==> src/rtl/uart_in_responder.sv <==
// ============================================================================
//  Module   : uart_in_responder
//  Purpose  : Answers UART-input MMIO queries from a host-fed FIFO, with
//             optional line-rate pacing. Build macro UART_IN_LOG_EN adds a
//             per-query trace.
//  Revision : 1.0 - initial release
// ============================================================================
`default_nettype none

module uart_in_responder #(
    parameter int         DEPTH      = 16,
    parameter int         CHAR_GAP   = 0,
    parameter logic [7:0] EMPTY_CHAR = 8'hFF,
    parameter int         CNT_W      = 32
) (
    input  logic                     clock,
    input  logic                     reset,
    input  logic                     push_valid,
    input  logic [7:0]               push_data,
    output logic                     push_ready,
    input  logic                     uart_in_valid,
    output logic [7:0]               uart_in_ch,
    output logic [$clog2(DEPTH):0]   fifo_level,
    output logic [CNT_W-1:0]         query_cnt,
    output logic [CNT_W-1:0]         deliver_cnt
);

    localparam int c_AW    = $clog2(DEPTH);
    localparam int c_GAP_W = (CHAR_GAP > 1) ? $clog2(CHAR_GAP) : 1;

    typedef enum logic [1:0] {
        ST_IDLE  = 2'd0,
        ST_READY = 2'd1,
        ST_GAP   = 2'd2
    } state_t;

    state_t             r_state;
    state_t             w_state_next;
    logic [c_AW:0]      r_wr_ptr;
    logic [c_AW:0]      r_rd_ptr;
    logic [c_GAP_W-1:0] r_gap;
    logic [c_GAP_W-1:0] w_gap_next;
    logic [CNT_W-1:0]   r_query_cnt;
    logic [CNT_W-1:0]   r_deliver_cnt;
    logic [7:0]         r_mem [DEPTH];

    logic               w_full;
    logic               w_push;
    logic               w_deliver;
    logic [c_AW:0]      w_level;
    logic [c_AW:0]      w_level_next;

    assign w_full       = (r_wr_ptr[c_AW-1:0] == r_rd_ptr[c_AW-1:0]) &&
                          (r_wr_ptr[c_AW] != r_rd_ptr[c_AW]);
    assign w_push       = push_valid && !w_full;
    assign w_deliver    = (r_state == ST_READY) && uart_in_valid;
    assign w_level      = r_wr_ptr - r_rd_ptr;
    assign w_level_next = w_level + (c_AW+1)'(w_push) - (c_AW+1)'(w_deliver);

    assign push_ready  = !w_full;
    assign fifo_level  = w_level;
    assign query_cnt   = r_query_cnt;
    assign deliver_cnt = r_deliver_cnt;
    assign uart_in_ch  = w_deliver ? r_mem[r_rd_ptr[c_AW-1:0]] : EMPTY_CHAR;

    // State tracks post-edge occupancy so READY always implies a valid head.
    always_comb begin
        w_state_next = r_state;
        w_gap_next   = r_gap;
        case (r_state)
            ST_IDLE: begin
                if (w_level_next != '0) w_state_next = ST_READY;
            end
            ST_READY: begin
                if (w_deliver && (CHAR_GAP > 0)) begin
                    w_state_next = ST_GAP;
                    w_gap_next   = c_GAP_W'(CHAR_GAP - 1);
                end else if (w_level_next == '0) begin
                    w_state_next = ST_IDLE;
                end
            end
            ST_GAP: begin
                if (r_gap == '0) begin
                    w_state_next = (w_level_next != '0) ? ST_READY : ST_IDLE;
                end else begin
                    w_gap_next = r_gap - 1'b1;
                end
            end
            default: begin
                w_state_next = ST_IDLE;
                w_gap_next   = '0;
            end
        endcase
    end

    always_ff @(posedge clock or negedge reset) begin
        if (!reset) begin
            r_state       <= ST_IDLE;
            r_gap         <= '0;
            r_wr_ptr      <= '0;
            r_rd_ptr      <= '0;
            r_query_cnt   <= '0;
            r_deliver_cnt <= '0;
        end else begin
            r_state <= w_state_next;
            r_gap   <= w_gap_next;
            if (w_push)        r_wr_ptr      <= r_wr_ptr + 1'b1;
            if (w_deliver)     r_rd_ptr      <= r_rd_ptr + 1'b1;
            if (uart_in_valid) r_query_cnt   <= r_query_cnt + 1'b1;
            if (w_deliver)     r_deliver_cnt <= r_deliver_cnt + 1'b1;
        end
    end

    // Storage needs no reset: pointers alone define which entries are live.
    always_ff @(posedge clock) begin
        if (w_push) r_mem[r_wr_ptr[c_AW-1:0]] <= push_data;
    end

`ifdef UART_IN_LOG_EN
    always @(posedge clock) begin
        if (reset) begin
            if (uart_in_valid) begin
                if (r_state == ST_READY)
                    $display("[uart_in] q=%0d ch=%02h hit", r_query_cnt + 1'b1, uart_in_ch);
                else if (r_state == ST_GAP)
                    $display("[uart_in] q=%0d ch=%02h gap", r_query_cnt + 1'b1, uart_in_ch);
                else
                    $display("[uart_in] q=%0d ch=%02h empty", r_query_cnt + 1'b1, uart_in_ch);
            end
            if (push_valid && w_full)
                $display("[uart_in] warning: push of %02h while full, held by host", push_data);
        end
    end
`endif

endmodule

`default_nettype wire

==> config.mk <==
export PLATFORM = sky130hd
export DESIGN_NAME = uart_in_responder
export DESIGN_NICKNAME = d
export VERILOG_FILES = /design/src/rtl/uart_in_responder.sv
export SDC_FILE = /design/constraint.sdc
export NUM_CORES = 1
export LEC_CHECK = 0
export ABC_CLOCK_PERIOD_IN_PS = 3730
export CORE_AREA = 5 5 136 138
export CTS_CLUSTER_DIAMETER = 40
export CTS_CLUSTER_SIZE = 30
export DETAILED_ROUTE_END_ITERATION = 16
export DIE_AREA = 0 0 141 143
export GPL_TIMING_DRIVEN = 0
export MAX_ROUTING_LAYER = met4
export PLACE_DENSITY = 0.87
export SYNTH_ARGS = -nofsm -noshare
export SYNTH_HDL_FRONTEND = slang
export SYNTH_SLANG_ARGS = --single-unit
==> constraint.sdc <==
create_clock -name clock -period 3.73 [get_ports clock]
set_clock_uncertainty 0.2 [all_clocks]
set_input_delay 0.746 -clock clock [delete_from_list [all_inputs] [get_ports clock]]
set_output_delay 0.746 -clock clock [all_outputs]
set_load 0.1 [all_outputs]
==> impl_metrics.csv <==
group,metric,value,unit
critical_path,worstPathRequired,2780,ps
critical_path,worstReg2RegStart,"r_rd_ptr[1]$_DFFE_PN0N_",
synth,seq_area_frac_synth,66.8,%
critical_path,cp-endpoint,"uart_in_ch[2]",
global_route,grt_pass1_vias,5344,
drt,postRouteAntennaNets,0,
placed_design,routabilityCongestion,0.809,
critical_path,rrSetupSlack,190,ps
global_route,grt_max_degree,76,
global_route,antenna_found_initial,0,
critical_path,crit_arrival,2720,ps
synth,async_flop_share,36.9,%
clock_network,clock-sinks,203,
power,leakagePower,4.03,nW
layout,nNetsFinal,691,
layout,finalNonFillerCells,904,
drt,first_pass_iters,5,
synth,synth_edf_count,128,
die,initial_core_util,50.2,%
job,cap_viol_max_count,0,
drt,vias,5115,
synth,yosysTopAreaCell,"edfxtp_1",
placed_design,dp_worst_setup_slack,-877,ps
synth,ys_seq_elements,203,
timing,max_slew.worst_pin.slew,1340,ps
synth,netlist_top_cells_area,"edfxtp_1 (45%), dfrtp_1 (22%), mux4_2 (8.4%)",
layout,antennaDiodeCount,0,
global_route,grt-ovfl-total,0,
placed_design,place.detailed.hpwl,12.1,mm
timing,rsz0062_at_grt,"false",
synth,synth_area,8560,um2
clock_network,cts_tree,"built",
critical_path,crit_start,"r_rd_ptr[0]$_DFFE_PN0N_",
synth,synth.avg_cell_area,15.7,um2
placed_design,port-buffer-count,89,
timing,worst_hold_slack,157,ps
global_route,use_met1,24.1,%
timing,period_minus_slack,3660,ps
synth,yosysUniqueCellTypes,41,
die,dieArea,20200,um2
placed_design,placed_area,9780,um2
layout,fin_util,62.6,%
synth,synth_compound_area_share,2.19,%
global_route,grtUsageMet3,3.72,%
drt,first_iter_violations,358,
synth,synth-xor-area-share,7.67,%
critical_path,start_kind,"flip-flop",
clock_network,cts_inserted_buffers,26,
timing,finalWorstSetupSlack,68.4,ps
placed_design,post-place-cells,860,
synth,synth_nets,576,
critical_path,r2r_cells,18,
drt,drcViolationCount,0,
synth,synth_top_area_share,44.9,%
global_route,met2_usage,31.5,%
die,die_w,141,um
layout,syn_to_final_growth,24.7,%
clock_network,cts_buffer_depth,3,
global_route,grt_pass1_wl,29.2,mm
critical_path,end_kind,"output pin",
timing,maxClockFrequency,0.273,GHz
layout,drive_gt1_share,18.0,%
timing,relSlewSlack,9.73,%
clock_network,clk_latency,520,ps
timing,setup_viol,0,
die,core,17100,um2
min_path,hp-class,"primary input to asynchronous set/reset pin",
layout,stdcell_area,10700,um2
run_status,status,"complete, no violations",
clock_network,clkTransAtPathRegs,70,ps
synth,synth-simple-area-share,9.23,%
global_route,grt_busiest_layer,"met2",
synth,synth_flop_cell,"edfxtp_1",
clock_network,htreeDepth,1,
die,die_h,143,um
die,rows,48,
drt,detail_route.wl_per_cell,20.0,um
timing,slew_viol_final,0,
synth,synth_top_family_by_area,"multiplexers",
power,powerDensity,908,nW/um2
clock_network,cts_setup_buffers,0,
critical_path,cp_max_fo,10,
synth,synthMuxAreaShare,9.73,%
synth,synth_fa_ha_area_share,2.81,%
drt,drt-total-wl,18.1,mm
die,io_pins,90,
clock_network,cts-root-buf,"clkbuf_16",
drt,viasPerCell,5.66,
power,peakVddDrop,0.958,mV
critical_path,rr_endpoint,"r_state[0]$_DFFE_PN0P_",
timing,hold_violations,0,
synth,yosys_warnings,0,
timing,finalCritPeriodShare,98.2,%
critical_path,criticalPathCategory,"flip-flop to output pin",
global_route,grt_use_total,18.9,%
synth,syn_inst,546,
registers in the layout, summed over array words and instances, names as in the netlist:
register / cells
r_state: 1
deliver_cnt: 32
query_cnt: 32
r_mem: 128
r_rd_ptr: 5
r_wr_ptr: 5
repair_timing:
item                       CTS  global route
resized for setup           72            16
setup endpoints to repair   14             8
hold buffers                 0             0
pin swaps                    1             0
power breakdown:
| group | switching, mW | internal [mW] | total [mW] |
|---|---|---|---|
| logic | 2.95 | 1.43 | 4.39 |
| registers | 0.208 | 2.68 | 2.88 |
| clock network | 0.995 | 1.43 | 2.43 |
| total | 4.16 | 5.54 | 9.70 |
through the flow:
step                      power (mW)  setup TNS, ps
after detailed placement        7.20          -7930
after global placement          7.03         -52140
final                           9.70              0
after global routing            10.1              0
after CTS                       9.62              0
after floorplan                 6.21              0
synth_stat cells (all sizes together), types with 9 or more instances:
cell and number:
inv 18, mux2i 9, nand2 35, dfrtp 75
nand4 17, mux4 32, xor2 21, clkbuf 10
nor2 26, xnor2 54, edfxtp 128, ha 16
nand3 26
logic make-up (layout without fill, tap and decap cells):
family	Yosys count	count (layout)
buffers and inverters	34	167
multiplexers	43	43
AO/OA/AOI/OAI	26	26
XOR/XNOR	75	75
AND/OR/NAND/NOR	147	147
adder cells (fa/ha/maj)	18	18
flip-flops	203	203
cell usage in the layout (no fill, tap or decap), types with 6 or more instances in the layout:
| master | instances |
|---|---|
| buf_2 | 6 |
| nand4_1 | 17 |
| ha_1 | 15 |
| nand2_1 | 34 |
| xor2_1 | 19 |
| and4_1 | 7 |
| edfxtp_1 | 128 |
| and3_1 | 7 |
| a22oi_1 | 8 |
| inv_1 | 15 |
| mux4_2 | 32 |
| nand3_1 | 24 |
| clkbuf_16 | 27 |
| o211ai_1 | 8 |
| dfrtp_1 | 74 |
| xnor2_1 | 54 |
| clkdlybuf4s50_1 | 75 |
| nor3_1 | 8 |
| mux2i_1 | 9 |
| nor2_1 | 25 |
layout make-up:
class | count | area, um2
clock buffer | 27 | 676
multi-input combinational | 309 | 2750
fill | 1219 | 6380
clock inverter | 19 | 203
tap | 225 | 282
timing repair buffer | 89 | 865
sequential | 203 | 5720
buffer | 14 | 110
inverter | 18 | 75.1
critical path, stage by stage, from the launching register on:
cell and delay [ps]:
dfrtp_1 390, clkbuf_4 250, buf_6 230, mux4_2 520, a22oi_1 330, o211ai_1 170, clkbuf_4 310
routing by layer:
metal  share of wire (%)  vias up
met2                  50      233
met1                  40     2561
li1                    -     2282
met5                   0        -
met3                 8.0       39
met4                 2.1        0
how the worst min path moves through the flow:
| stage | to | cells past startpoint | slack, ps | start |
|---|---|---|---|---|
| 2_1_floorplan | deliver_cnt[0]$_DFFE_PN0N_ | 0 | 250 | reset |
| 3_3_place_gp | query_cnt[31]$_DFFE_PN0P_ | 1 | 260 | query_cnt[31]$_DFFE_PN0P_ |
| 3_5_place_dp | deliver_cnt[31]$_DFFE_PN0N_ | 1 | 260 | deliver_cnt[31]$_DFFE_PN0N_ |
| 4_1_cts | deliver_cnt[11]$_DFFE_PN0N_ | 1 | 190 | reset |
| 5_1_grt | deliver_cnt[11]$_DFFE_PN0N_ | 1 | 240 | reset |
| 6_report | deliver_cnt[11]$_DFFE_PN0N_ | 1 | 160 | reset |
Note: power is estimated with default switching activity, not from simulation.
